`src/rtl/bsg_wormhole_inject_arbiter.sv`:
```
// +-----------------------------------------------------------------------------+
// | bsg_wormhole_inject_arbiter: round-robin wormhole arbiter for one injection   |
// | link; the grant is locked per packet. Optional counter macro:                 |
// | BSG_WORMHOLE_INJECT_ARBITER_STATS_EN. Revision: 1.0                           |
// +-----------------------------------------------------------------------------+
`default_nettype none

module bsg_wormhole_inject_arbiter #(
  parameter int flit_width_p = 64,
  parameter int num_req_p    = 4,
  parameter int len_offset_p = 8,
  parameter int len_width_p  = 4
) (
  input  logic                              clk_i,
  input  logic                              reset_n_i,
  input  logic [num_req_p*flit_width_p-1:0] req_data_i,
  input  logic [num_req_p-1:0]              req_v_i,
  output logic [num_req_p-1:0]              req_ready_and_o,
  output logic [flit_width_p-1:0]           data_o,
  output logic                              v_o,
  input  logic                              ready_and_i,
  output logic [num_req_p-1:0]              grant_o,
  output logic                              busy_o,
  output logic [15:0]                       pkt_count_o
);

  localparam int                  ptr_w_lp    = (num_req_p > 1) ? $clog2(num_req_p) : 1;
  localparam logic [ptr_w_lp:0]   num_req_lp  = (ptr_w_lp+1)'(num_req_p);
  localparam logic [ptr_w_lp-1:0] last_req_lp = ptr_w_lp'(num_req_p - 1);

  typedef enum logic [0:0] {
    IDLE = 1'b0,
    BUSY = 1'b1
  } state_e;

  state_e                  state_r, state_n;
  logic [ptr_w_lp-1:0]     rr_ptr_r, rr_ptr_n;
  logic [ptr_w_lp-1:0]     owner_r, owner_n;
  logic [len_width_p-1:0]  remaining_r, remaining_n;

  logic [flit_width_p-1:0] flits [num_req_p];
  logic [ptr_w_lp-1:0]     winner;
  logic                    found;
  logic [ptr_w_lp:0]       cand;
  logic [ptr_w_lp-1:0]     sel;
  logic [ptr_w_lp-1:0]     next_ptr;
  logic [num_req_p-1:0]    grant_raw;
  logic [len_width_p-1:0]  hdr_len;
  logic                    xfer;
  logic                    last_body;

  for (genvar g = 0; g < num_req_p; g++) begin : g_unpack
    assign flits[g] = req_data_i[g*flit_width_p +: flit_width_p];
  end

  // Search upward from rr_ptr with wrap; the sum stays below 2*num_req_p.
  always_comb begin
    winner = rr_ptr_r;
    found  = 1'b0;
    cand   = '0;
    for (int i = 0; i < num_req_p; i++) begin
      cand = {1'b0, rr_ptr_r} + (ptr_w_lp+1)'(i);
      if (cand >= num_req_lp) cand = cand - num_req_lp;
      if (!found && req_v_i[cand[ptr_w_lp-1:0]]) begin
        found  = 1'b1;
        winner = cand[ptr_w_lp-1:0];
      end
    end
  end

  assign next_ptr = (winner == last_req_lp) ? '0 : winner + ptr_w_lp'(1);
  assign sel      = (state_r == BUSY) ? owner_r : winner;

  always_comb begin
    grant_raw = '0;
    if (state_r == BUSY) begin
      grant_raw = num_req_p'(1) << owner_r;
    end else if (found) begin
      grant_raw = num_req_p'(1) << winner;
    end
  end

  // Outputs are forced idle while reset is held, not just after the first edge.
  assign grant_o         = reset_n_i ? grant_raw : '0;
  assign data_o          = flits[sel];
  assign v_o             = req_v_i[sel] & (|grant_o);
  assign req_ready_and_o = {num_req_p{ready_and_i}} & grant_o;
  assign busy_o          = (state_r == BUSY);

  assign xfer      = v_o & ready_and_i;
  assign hdr_len   = data_o[len_offset_p +: len_width_p];
  assign last_body = (remaining_r == len_width_p'(1));

  always_ff @(posedge clk_i or negedge reset_n_i) begin
    if (!reset_n_i) begin
      state_r     <= IDLE;
      rr_ptr_r    <= '0;
      owner_r     <= '0;
      remaining_r <= '0;
    end else begin
      state_r     <= state_n;
      rr_ptr_r    <= rr_ptr_n;
      owner_r     <= owner_n;
      remaining_r <= remaining_n;
    end
  end

  always_comb begin
    state_n     = state_r;
    rr_ptr_n    = rr_ptr_r;
    owner_n     = owner_r;
    remaining_n = remaining_r;
    case (state_r)
      IDLE: begin
        if (xfer) begin
          rr_ptr_n = next_ptr;
          if (hdr_len != '0) begin
            state_n     = BUSY;
            owner_n     = winner;
            remaining_n = hdr_len;
          end
        end
      end
      BUSY: begin
        // A stalled owner only inserts bubbles; arbitration resumes after the tail.
        if (xfer) begin
          remaining_n = remaining_r - len_width_p'(1);
          if (last_body) state_n = IDLE;
        end
      end
      default: state_n = IDLE;
    endcase
  end

`ifdef BSG_WORMHOLE_INJECT_ARBITER_STATS_EN
  logic        pkt_done;
  logic [15:0] pkt_count_r;

  assign pkt_done = xfer & (((state_r == IDLE) && (hdr_len == '0)) ||
                            ((state_r == BUSY) && last_body));

  always_ff @(posedge clk_i or negedge reset_n_i) begin
    if (!reset_n_i) begin
      pkt_count_r <= 16'h0;
    end else if (pkt_done) begin
      pkt_count_r <= pkt_count_r + 16'd1;
    end
  end

  assign pkt_count_o = pkt_count_r;
`else
  assign pkt_count_o = 16'h0;
`endif

endmodule

`default_nettype wire
```
`config.mk`:
```
export PLATFORM = sky130hd
export DESIGN_NAME = bsg_wormhole_inject_arbiter
export DESIGN_NICKNAME = d
export VERILOG_FILES = /design/src/rtl/bsg_wormhole_inject_arbiter.sv
export SDC_FILE = /design/constraint.sdc
export NUM_CORES = 1
export LEC_CHECK = 0
export ABC_AREA = 1
export BUFFER_PORTS_ARGS = -buffer_cell sky130_fd_sc_hd__buf_2
export CORE_AREA = 2 2 137 139
export CTS_BUF_LIST = sky130_fd_sc_hd__clkbuf_8
export DETAILED_ROUTE_END_ITERATION = 10
export DIE_AREA = 0 0 139 141
export SLEW_MARGIN = 20
export SYNTH_ARGS = -nofsm -noshare
export SYNTH_HDL_FRONTEND = slang
export SYNTH_SLANG_ARGS = --single-unit
```
`constraint.sdc`:
```
create_clock -name clk_i -period 4 [get_ports clk_i]
set_clock_uncertainty 0.1 [all_clocks]
set_input_delay 0.6 -clock clk_i [delete_from_list [all_inputs] [get_ports clk_i]]
set_output_delay 0.6 -clock clk_i [all_outputs]
set_load 0.005 [all_outputs]
```
Word level (Yosys, flattened, before mapping)
Index checks and enable logic that the tools add are counted.
{ "totals": {"elab_cells": 85, "ff_bits": 9, "inputBits": 263} }
{ "op_classes": {"n_mux": 39, "addsub": 9, "reduce_logical": 11, "eq_ne": 5, "n_lt_le_gt_ge": 10, "bitwise": 5, "shifts": 2} }
{ "op_table": {"columns": ["operator", "n"], "rows": [
  ["64-bit binary-select mux with 2-bit select", 1],
  ["64-bit 2-to-1 mux", 2],
  ["4-bit 2-to-1 mux", 6],
  ["2-bit 2-to-1 mux", 10],
  ["2-bit by 3-bit < comparator with 1-bit output (second input constant)", 5],
  ["1-bit 2-to-1 mux", 13],
  ["3-bit >= comparator (second input constant)", 4],
  ["1-bit binary-select mux with 2-bit select", 5],
  ["4-bit one-hot mux with 2 select lines", 1],
  ["1-bit by 2-bit left shift with 4-bit output (first input constant)", 2],
  ["2-bit by 1-bit subtractor with 2-bit output (second input constant)", 4],
  ["2-bit by 2-bit adder with 3-bit output (second input constant)", 2],
  ["3-bit AND reduction", 2],
  ["4-bit bitwise AND", 1],
  ["4-bit by 1-bit == test with 1-bit output (second input constant)", 1],
  ["2-bit != test (second input constant)", 2],
  ["4-bit nonzero test", 1],
  ["4-bit OR reduction", 1],
  ["4-bit by 1-bit subtractor with 4-bit output (second input constant)", 1],
  ["2-bit by 1-bit adder with 3-bit output (second input constant)", 1],
  ["2-bit by 3-bit >= comparator with 1-bit output (second input constant)", 1],
  ["1-bit logical AND", 3],
  ["1-bit logical NOT", 3],
  ["2-bit inverter with 3-bit output", 1],
  ["7 further kinds", 8]
]} }

Logic depth before layout (Yosys ltp)
{ "depth": {"ltp_word": 23, "depth_mapped": 22} }

Worst setup path after synthesis
No wires, ideal clock.
{ "synth_timing": {"path_type": "input -> output", "startpoint": "input req_v_i[2]", "endpoint": "output data_o[12]", "path_slack_ns": 1.181, "cell_stages": 13, "arrival_ns": 2.119, "t_required_ns": 3.300, "path_cell_list": "nand2_1 nand2_1 inv_1 o21ai_1 nand4_1 nand2_2 nand2_4 nand2_4 buf_8 buf_4 buf_2 nand2_1 a32oi_1"} }
{ "synth_between": {"elab_chain_len": 17} }
{ "synth_rtl": {"columns": ["item", "line", "source"], "rows": [
  ["start, declared", "17", "input logic [num_req_p-1:0] req_v_i,"],
  ["1-bit binary-select mux with 2-bit select", "64", "if (!found && req_v_i[cand[ptr_w_lp-1:0]]) begin"],
  ["1-bit 2-to-1 mux (not written as such)", "64", null],
  ["1-bit 2-to-1 mux", "64", null],
  ["1-bit logical NOT", "64", null],
  ["1-bit logical AND", "64", null],
  ["1-bit 2-to-1 mux", "64", null],
  ["1-bit logical NOT", "64", null],
  ["1-bit logical AND", "64", null],
  ["1-bit 2-to-1 mux", "64", null],
  ["1-bit logical NOT", "64", null],
  ["1-bit logical AND", "64", null],
  ["2-bit 2-to-1 mux (*)", "64", null],
  ["2-bit 2-to-1 mux (*)", "72", "assign sel = (state_r == BUSY) ? owner_r : winner;"],
  ["2-bit inverter with 3-bit output (not written as such) (*)", "85", "assign data_o = flits[sel];"],
  ["64-bit binary-select mux with 2-bit select (*)", "85", null],
  ["64-bit 2-to-1 mux (not written as such) (*) (2 in a row)", "85", null],
  ["end, declared", "19", "output logic [flit_width_p-1:0] data_o,"]
]} }
Every way passes the cells marked *; elsewhere a longest branch is shown, timed or not. The select of a mux whose other input is x is not followed.

Final worst setup path
{ "layout_timing": {"startpoint": "register rr_ptr_r[0]", "endpoint": "output data_o[34]"} }
{ "layout_between": {"elab_chain_len": 19} }
{ "layout_rtl": {"columns": ["item", "line", "source"], "rows": [
  ["start, declared", "37", "logic [ptr_w_lp-1:0] rr_ptr_r, rr_ptr_n;"],
  ["start signal, assigned", "102", "rr_ptr_r <= rr_ptr_n;"],
  ["branches (longest 13 deep; another with 2-bit by 1-bit adder with 3-bit output)", null, null],
  ["2-bit 2-to-1 mux (*)", "64", null],
  ["2-bit 2-to-1 mux (*)", "72", null],
  ["2-bit inverter with 3-bit output (not written as such) (*)", "85", null],
  ["64-bit binary-select mux with 2-bit select (*)", "85", null],
  ["64-bit 2-to-1 mux (not written as such) (*) (2 in a row)", "85", null]
]} }
Every way passes the cells marked *. The select of a mux whose other input is x is not followed.

==> key figures <==
Run status
  – Status: finished, final reports clean

Worst setup path
  – R2r setup slk: 0.86 ns
  – WP data required: 3.30 ns
  – R2R Path Start: rr_ptr_r[0]
  – Worst Setup SP: rr_ptr_r[0]
  – Worst setup path category: flop to output port
  – Crit path capture: data_o[34]
  – Crit path max fanout: 42
  – Capturing point of the worst reg2reg path: owner_r[1]
  – Setup crit end kind: output port
  – Startpoint class of the critical path: flop
  – Reg2reg path depth: 17
  – CP Data Arrival Time: 2.99 ns

Global routing
  – GR Util All Layers: 14.4%
  – Residual overflow from global routing: 0
  – Vias in the first global route: 4268
  – First-pass GRT wire length: 23200 µm
  – Initial antenna violation count: 5
  – Largest net degree at the start of global routing: 89

Layout
  – Most common cell after layout, fill and taps aside: buf_2
  – Most frequent cells in the layout: buf_2, nand2_1, a21oi_1, a32oi_1, nand3_1
  – Share of cells above drive strength 1: 44.4%
  – Area growth syn-to-layout: 60.2%
  – Final Net Count: 1149
  – Final std cells w/o fill: 1114
  – Fillcell total: 2097

Route
  – DR DRC count: 0
  – Routed WL: 15900 µm
  – Via density: 4.52
  – Wire per inst: 14.3 µm
  – Starting DRC count in detailed routing: 241
  – Final ANT Viol Nets: 0
  – Routed via count: 5035
  – First-pass DRT Iterations: 5

CTS
  – Clock Tree Buf Depth: 2
  – Cts bufs inserted: 3
  – CTS tree: built
  – Root Driver: clkbuf_8
  – Clock sinks: 9
  – CTS clock-pin slew for the worst setup and hold paths: 0.05 ns
  – Clock insertion delay at the later pin of the skew report: 0.24 ns
  – Max H-tree Level: 1

STA
  – Setup_tns: 0 ns
  – Final worst path period need: 3.69 ns
  – Final hold vios: 0
  – Slew Limit Fails: 0
  – Fmax: 271 MHz
  – Endpoints failing setup: 0
  – Unrepaired setup endpoints after global routing: no
  – Final Cycle Share: 92.2%

Run
  – Max Cap Violations: 0

Floorplan
  – Initial Util: 17.2%
  – Die X: 139 µm
  – Die area: 19600 µm²
  – CORE AREA: 18300 µm²
  – Die Y: 141 µm
  – Io pins: 353
  – Num rows: 50

Pwr
  – Worst vdd ir: 448 µV
  – Static Leak: 0.00283 µW
  – Power per cell area: 1060 nW/µm²

Place
  – Port bufs: 336
  – Routability cong.: 0.855
  – Inst Count DP: 1109
  – Final HPWL DP: 13300 µm

Yosys
  – Dominant synthesized flop cell: dfrtp_1
  – Synth warn: 0
  – Post-synth EDFFs: 0
  – Yosys top cell by area: nand2_1
  – Largest cells by area after synthesis: nand2_1, a32oi_1, a21oi_1
  – Yosys top cell area share: 30.3%
  – Cells after synthesis: 570
  – Synth Cell Area: 3140 µm²
  – Async SR Flop Fraction: 100%
  – Number of synthesized register bits: 9
  – Yosys cell types: 32
  – Post-synthesis average cell area: 5.52 µm²
  – Seq/Total Area, Yosys: 7.16%

Min path
  – Hold crit path type: input port to asynchronous set/reset pin
-- how the worst min path moves through the flow --
stage / slack (ns) / end / startpoint
detailed placement: 0.36 / remaining_r[1] / remaining_r[1]
floorplan: 0.20 / busy_o / reset_n_i
global placement: 0.35 / remaining_r[1] / remaining_r[1]
CTS: 0.15 / remaining_r[0] / reset_n_i
finish: 0.14 / remaining_r[0] / reset_n_i
global route: 0.15 / remaining_r[1] / reset_n_i
-- state kept, by name (all words and copies together) (netlist names) --
signal and cells:
rr_ptr_r 2, busy_o 1, owner_r 2, remaining_r 4
-- critical path, stage by stage, from the launching register on --
cell and delay (ns):
dfrtp_1 0.50, inv_2 0.20, nand2_1 0.07, nand2_1 0.12, inv_1 0.05, o21ai_1 0.24
nand4_1 0.15, nand2_2 0.17, nand2_4 0.13, nand2_4 0.13, buf_4 0.38, nand2_1 0.10
a32oi_1 0.30, buf_2 0.17
-- synth_stat cells (6+ instances only) --
cell type / n
a21oi_1: 59
a32oi_1: 59
buf_2: 27
buf_4: 18
clkbuf_1: 11
dfrtp_1: 9
ha_1: 6
inv_1: 24
inv_2: 6
nand2_1: 254
nand2_2: 14
nand3_1: 30
nand3_2: 6
nor2_1: 11
-- cell type report --
type                       instances  area (µm²)  area share [%]
multi-input combinational        486        2530            50.2
timing repair buffer             349        1820            36.1
tap                              234         293            5.81
sequential                         9         225            4.47
inverter                          31         121            2.41
clock buffer                       3        41.3           0.820
clock inverter                     1        3.75          0.0745
antenna                            1        2.50          0.0497
-- routing by layer --
layer,GRT usage [%],wire length [µm]
met2,23.5,7320
met4,1.06,245
met3,2.45,1310
met1,20.8,7040
met5,0,0
-- what timing repair did --
action,in CTS,in global routing
resized for setup,0,2
hold buffers,0,0
setup endpoints to repair,0,4
buffers inserted,0,0
-- metrics by stage --
| step | area (µm²) | setup WS (ns) | total power (µW) | hold WS [ns] | utilization (%) |
|---|---|---|---|---|---|
| floorplan | 3200 | 1.18 | 3460 | 0.204 | - |
| global placement | 4980 | 0.410 | 5220 | 0.354 | 27.3 |
| detailed placement | 4980 | 0.365 | 5250 | 0.359 | 27.3 |
| CTS | 5030 | 0.130 | 5380 | 0.146 | 27.5 |
| global route | 5030 | 0.0195 | 5930 | 0.155 | 27.6 |
| finish | 5040 | 0.314 | 5340 | 0.139 | 27.6 |
-- report_power, final --
part           total (µW)  internal, µW  switching, µW
Clock                 107          67.2           39.8
Combinational        5040          1960           3080
Sequential            192           135           56.5
-- cell families (layout without fill, tap and decap cells) --
| family | after synthesis | after routing | synth area share (%) |
|---|---|---|---|
| other | 1 | 17 | 0.119 |
| and+or+nand+nor | 334 | 334 | 47.9 |
| buffers and inverters | 90 | 384 | 14.3 |
| AOI/OAI and AO/OA | 128 | 128 | 27.6 |
| xor gates and xnor gates | 2 | 2 | 0.557 |
| adders and majority gates | 6 | 6 | 2.39 |
| DFF | 9 | 9 | 7.16 |
(Power assumes the default switching activity.)
